$ cat src/rtl/gpio_ctrl.sv
// gpio_ctrl: N_PINS-wide GPIO controller with a single-cycle register bus,
// per-pin direction/output, atomic SET/CLR/TGL, input synchronisers and
// edge-triggered, sticky interrupt pending bits.
module gpio_ctrl #(
    parameter int N_PINS      = 8,
    parameter int SYNC_STAGES = 2
) (
    input  logic              clk,
    input  logic              rst_i,
    input  logic              req_i,
    input  logic              we_i,
    input  logic [5:0]        addr_i,
    input  logic [31:0]       wdata_i,
    output logic [31:0]       rdata_o,
    output logic              ack_o,
    output logic [N_PINS-1:0] gpio_oe_o,
    output logic [N_PINS-1:0] gpio_out_o,
    input  logic [N_PINS-1:0] gpio_in_i,
    output logic              irq_o
);

    // Word index (addr_i[5:2]) of each register.
    localparam logic [3:0] A_DIR  = 4'd0;
    localparam logic [3:0] A_OUT  = 4'd1;
    localparam logic [3:0] A_IN   = 4'd2;
    localparam logic [3:0] A_SET  = 4'd3;
    localparam logic [3:0] A_CLR  = 4'd4;
    localparam logic [3:0] A_TGL  = 4'd5;
    localparam logic [3:0] A_RISE = 4'd6;
    localparam logic [3:0] A_FALL = 4'd7;
    localparam logic [3:0] A_PEND = 4'd8;

    localparam logic [N_PINS-1:0] ZERO_PINS = {N_PINS{1'b0}};

    logic [N_PINS-1:0] dir_r;
    logic [N_PINS-1:0] out_r;
    logic [N_PINS-1:0] rise_en_r;
    logic [N_PINS-1:0] fall_en_r;
    logic [N_PINS-1:0] pending_r;
    logic [N_PINS-1:0] prev_r;
    logic [N_PINS-1:0] sync_r [SYNC_STAGES];
    logic [31:0]       rdata_r;
    logic              ack_r;

    logic [3:0]        word_s;
    logic              wr_s;
    logic              rd_en_s;
    logic [N_PINS-1:0] wmask_s;
    logic [N_PINS-1:0] sync_s;
    logic [N_PINS-1:0] rise_s;
    logic [N_PINS-1:0] fall_s;
    logic [N_PINS-1:0] set_s;
    logic [N_PINS-1:0] clr_s;
    logic [N_PINS-1:0] dir_nxt_s;
    logic [N_PINS-1:0] out_nxt_s;
    logic [N_PINS-1:0] rise_en_nxt_s;
    logic [N_PINS-1:0] fall_en_nxt_s;
    logic [N_PINS-1:0] pending_nxt_s;
    logic [31:0]       rd_s;
    logic              unused_s;

    assign word_s  = addr_i[5:2];
    assign wr_s    = req_i & we_i;
    assign rd_en_s = req_i & ~we_i;
    assign wmask_s = wdata_i[N_PINS-1:0];
    assign sync_s  = sync_r[SYNC_STAGES-1];
    assign rise_s  = sync_s & ~prev_r;
    assign fall_s  = ~sync_s & prev_r;
    assign set_s   = (rise_s & rise_en_r) | (fall_s & fall_en_r);

    // Byte-lane bits of the address and write data above N_PINS carry no meaning.
    assign unused_s = ^{addr_i[1:0], wdata_i};

    // Input synchroniser chain plus one history flop for edge detection.
    always_ff @(posedge clk or posedge rst_i) begin
        if (rst_i) begin
            for (int i = 0; i < SYNC_STAGES; i++) begin
                sync_r[i] <= ZERO_PINS;
            end
            prev_r <= ZERO_PINS;
        end else begin
            sync_r[0] <= gpio_in_i;
            for (int i = 1; i < SYNC_STAGES; i++) begin
                sync_r[i] <= sync_r[i-1];
            end
            prev_r <= sync_s;
        end
    end

    // Next value of every writable register, including the atomic OUT ops.
    always_comb begin
        dir_nxt_s     = dir_r;
        out_nxt_s     = out_r;
        rise_en_nxt_s = rise_en_r;
        fall_en_nxt_s = fall_en_r;
        clr_s         = ZERO_PINS;
        if (wr_s) begin
            case (word_s)
                A_DIR:   dir_nxt_s     = wmask_s;
                A_OUT:   out_nxt_s     = wmask_s;
                A_SET:   out_nxt_s     = out_r | wmask_s;
                A_CLR:   out_nxt_s     = out_r & ~wmask_s;
                A_TGL:   out_nxt_s     = out_r ^ wmask_s;
                A_RISE:  rise_en_nxt_s = wmask_s;
                A_FALL:  fall_en_nxt_s = wmask_s;
                A_PEND:  clr_s         = wmask_s;
                default: clr_s         = ZERO_PINS;
            endcase
        end else begin
            clr_s = ZERO_PINS;
        end
        // A new edge in the same cycle as a clear wins.
        pending_nxt_s = (pending_r & ~clr_s) | set_s;
    end

    // Read multiplexer; unimplemented bits and write-only/unmapped words read 0.
    always_comb begin
        rd_s = 32'd0;
        case (word_s)
            A_DIR:   rd_s[N_PINS-1:0] = dir_r;
            A_OUT:   rd_s[N_PINS-1:0] = out_r;
            A_IN:    rd_s[N_PINS-1:0] = sync_s;
            A_RISE:  rd_s[N_PINS-1:0] = rise_en_r;
            A_FALL:  rd_s[N_PINS-1:0] = fall_en_r;
            A_PEND:  rd_s[N_PINS-1:0] = pending_r;
            default: rd_s = 32'd0;
        endcase
    end

    // Control/status register file.
    always_ff @(posedge clk or posedge rst_i) begin
        if (rst_i) begin
            dir_r     <= ZERO_PINS;
            out_r     <= ZERO_PINS;
            rise_en_r <= ZERO_PINS;
            fall_en_r <= ZERO_PINS;
            pending_r <= ZERO_PINS;
        end else begin
            dir_r     <= dir_nxt_s;
            out_r     <= out_nxt_s;
            rise_en_r <= rise_en_nxt_s;
            fall_en_r <= fall_en_nxt_s;
            pending_r <= pending_nxt_s;
        end
    end

    // Bus response: one-cycle ack with registered read data.
    always_ff @(posedge clk or posedge rst_i) begin
        if (rst_i) begin
            ack_r   <= 1'b0;
            rdata_r <= 32'd0;
        end else begin
            ack_r   <= req_i;
            rdata_r <= rd_en_s ? rd_s : 32'd0;
        end
    end

    assign ack_o      = ack_r;
    assign rdata_o    = rdata_r;
    assign gpio_oe_o  = dir_r;
    assign gpio_out_o = out_r;
    assign irq_o      = |pending_r;

endmodule

$ cat config.mk
export PLATFORM = sky130hd
export DESIGN_NAME = gpio_ctrl
export DESIGN_NICKNAME = d
export VERILOG_FILES = /design/src/rtl/gpio_ctrl.sv
export SDC_FILE = /design/constraint.sdc
export NUM_CORES = 1
export LEC_CHECK = 0
export BUFFER_PORTS_ARGS = -buffer_cell sky130_fd_sc_hd__clkbuf_2
export CAP_MARGIN = 20
export CORE_MARGIN = 2
export CORE_UTILIZATION = 30
export CTS_BUF_LIST = sky130_fd_sc_hd__clkbuf_8
export DETAILED_ROUTE_END_ITERATION = 8
export PLACE_DENSITY = 0.49
export RECOVER_POWER = 25
export SYNTH_ARGS = -nofsm -noshare
export SYNTH_HDL_FRONTEND = slang
export SYNTH_SLANG_ARGS = --single-unit
$ cat constraint.sdc
create_clock -name clk -period 2.27 [get_ports clk]
set_input_delay 0.1135 -clock clk [delete_from_list [all_inputs] [get_ports clk]]
set_output_delay 0.1135 -clock clk [all_outputs]
set_load 0.05 [all_outputs]
==> impl_metrics.toml <==
[die]
dieArea_um2 = 13500
initial_core_util_pct = 30.3
core.rowCount = 41
fp.dieW_um = 116
die_h_um = 116
ios = 100
coreArea_um2 = 12500

[yosys]
synthSimpleGateAreaFrac_pct = 15.6
synth_edf_count = 0
synth_xor_area_share_pct = 0.232
muxShareOfSynthArea_pct = 6.92
synth_compound_area_share_pct = 14.4
synth_seq_cells = 73
async_flop_share_pct = 100
synth-warning-count = 0
synth_top_family_by_area = "simple AND/OR/NAND/NOR gates"
ys_seq_area_share_pct = 48.3
synth.avg_cell_area_um2 = 10.6
synth_ff_type = "dfrtp_1"
postSynthCellCount = 358
synth_area_um2 = 3780
synthAdderAreaFrac_pct = 5.29
synth_cell_types = 47

[critical_path]
required_ns = 2.53
worstSetupEndpointType = "flop"
crit_type = "in -> reg"
r2r-start = "gpio_out_o[7]"
crit_start = "req_i"
crit_arrival_ns = 1.97
setup.worst_path.start_class = "primary input"
cp_max_fo = 16

[sta]
setup_ws_ns = 0.560
post-route-min-period_ns = 1.71
hold_viol_final = 0
tns_ns = 0
worstMarginPinSlew_ns = 1.22
skew_ns = 0.0106
rsz0062_at_grt = "false"
relSlewSlack_pct = 18.8
maxSlewViolCount = 0
setup_viol = 0
hold-worst-slack_ns = 0.0489
fmax_mhz = 585
finalCritPeriodShare_pct = 75.3

[run]
max_cap_violations = 0

[cells_and_area]
area_growth_pct = 17.9
stdcell_count = 601
layout.nets = 490
drive_above_1_share_pct = 24.2
fill_cells = 1286
antenna_cells = 0

[grt]
grt_pass1_wl_um = 15500
grt_usage_pct = 15.4
grt_start_max_net_pins = 44
grt_overflow = 0
grt_antenna_before_repair = 0
grt_pass1_vias = 2813

[clocking]
cts_tree = "done"
clkLatencyLatePin_ns = 0.36
postCtsSetupBuffers = 0
cts_max_level = 3
clockBufferDepth = 2
clkSlewWorstSetupHoldPaths_ns = 0.08
cts-buffers-inserted = 9
cts.sinks = 73
clockRootBuffer = "clkbuf_8"

[route]
drt-initial-drc-count = 104
routedWlPerCell_um = 16.2
post_drt_via_cell_ratio = 4.72
drc = 0
routed_wl_um = 9750
vias = 2835
ant_nets = 0
firstDrtPassIters = 4

[placement]
place_hpwl_um = 7310
finalWeightedCongestion = 0.787
placed_cells = 575
io_buffers = 49
place_ws_ns = 0.559

[power]
leakagePower_uw = 0.00204
power_density_nw_per_um2 = 784
vdd_ir_drop_max_uv = 378
power.total_uw = 3490

[run_status]
status = "finished clean"

[min_path]
hp-start = "wdata_i[7]"
min_path_type = "in -> reg"
-- final timing paths --
check | end | slack, ns | cells past startpoint
max | gpio_out_o[7] | 0.56 | 5
min | rise_en_r[7] | 0.05 | 2
max reg2reg | gpio_out_o[7] | 0.84 | 6
min reg2reg | sync_s[6] | 0.35 | 0
max in group asynchronous | gpio_out_o[4] | 0.85 | 4
min in group asynchronous | sync_r[14] | 0.61 | 3
-- stage by stage --
| step | instance area, um2 | utilization (%) |
|---|---|---|
| 3_5_place_dp | 4160 | 33.4 |
| 5_1_grt | 4460 | 35.8 |
| 6_report | 4460 | 35.8 |
| 4_1_cts | 4460 | 35.8 |
| 2_1_floorplan | 3870 | - |
| 3_3_place_gp | 4160 | 33.4 |
-- cell type report --
| class | count | area, um2 | share of cell area, % |
|---|---|---|---|
| Clock buffer | 10 | 138 | 3.09 |
| Clock inverter | 6 | 58.8 | 1.32 |
| Inverter | 17 | 63.8 | 1.43 |
| Multi-Input combinational cell | 250 | 1690 | 38.0 |
| Sequential cell | 73 | 1830 | 41.0 |
| Tap cell | 172 | 215 | 4.83 |
| Timing Repair Buffer | 73 | 462 | 10.4 |
-- critical path: stages --
cell and delay [ns]:
dlygate4sd3_1 0.52, clkbuf_1 0.22, nand2_2 0.15, or4_4 0.67
o31ai_1 0.30
-- metal layers --
metal,GRT usage (%),up-vias,share of wire [%]
li1,-,1354,-
met1,20.9,1393,47
met2,23.8,75,46
met3,3.94,13,4.9
met4,5.32,0,2.1
met5,0,-,0
-- power breakdown --
group	switching [uW]	internal, uW
Sequential	149	1460
Combinational	601	266
Clock	489	529
-- layout by cell type (no fill, tap or decap), types with 3 or more instances in the layout --
master,instances
o31ai_1,6
nand2b_1,7
nor2b_1,9
a22oi_1,9
buf_4,13
mux2i_1,7
nand3b_1,9
nor2_1,18
a21oi_1,11
or3_1,3
a211oi_1,9
nor3_1,3
ha_1,16
dfrtp_1,73
o21ai_0,19
a2bb2oi_1,3
inv_1,18
clkbuf_8,10
dlygate4sd3_1,10
a31oi_1,3
mux2_2,17
clkbuf_2,48
o2bb2ai_1,3
nand3_1,4
conb_1,24
o211ai_1,8
nor4_1,8
nand2_1,32
-- cells by family after synthesis --
| family | Yosys count |
|---|---|
| AOI/OAI and AO/OA | 80 |
| DFF | 73 |
| xor gates and xnor gates | 1 |
| other | 1 |
| adders and majority gates | 16 |
| and+or+nand+nor | 105 |
| buffers and inverters | 58 |
| muxes | 24 |
-- state kept, by name, summed over array words and instances (netlist names) --
signal,flops
sync_s,8
pending_r,8
ack_o,1
fall_en_r,8
prev_r,8
sync_r,8
rise_en_r,8
gpio_oe_o,8
gpio_out_o,8
rdata_o,8
-- cells in the mapped netlist (2+ instances only) --
master	count	share of area (%)
nor4_1	8	1.3
o22ai_1	2	0.33
nor2b_1	9	1.5
dfrtp_1	73	48
o21ai_0	19	2.5
a211oi_1	9	1.8
nand2_1	32	3.2
a22oi_1	9	1.8
ha_1	16	5.3
o2bb2ai_1	3	0.70
nand3b_1	9	1.8
nand2b_1	7	1.2
mux2_2	17	5.1
or3_1	3	0.50
clkbuf_1	5	0.50
o31ai_2	2	0.66
a22o_1	2	0.46
inv_1	17	1.7
mux2i_1	7	1.9
nand3_1	4	0.53
a2bb2oi_1	3	0.70
nor3_1	3	0.40
buf_4	26	5.2
o31ai_1	6	1.2
a21oi_1	11	1.5
nor2_1	18	1.8
buf_2	7	0.93
o211ai_1	8	1.6
a31oi_1	3	0.50
buf_6	3	0.89
-- timing repair --
action,in CTS,in global routing
endpoints found under the hold margin,39,0
hold buffers,10,0
gates resized for setup,0,0
endpoints found under the setup margin,0,0
Power figures use the tool's default switching activity.
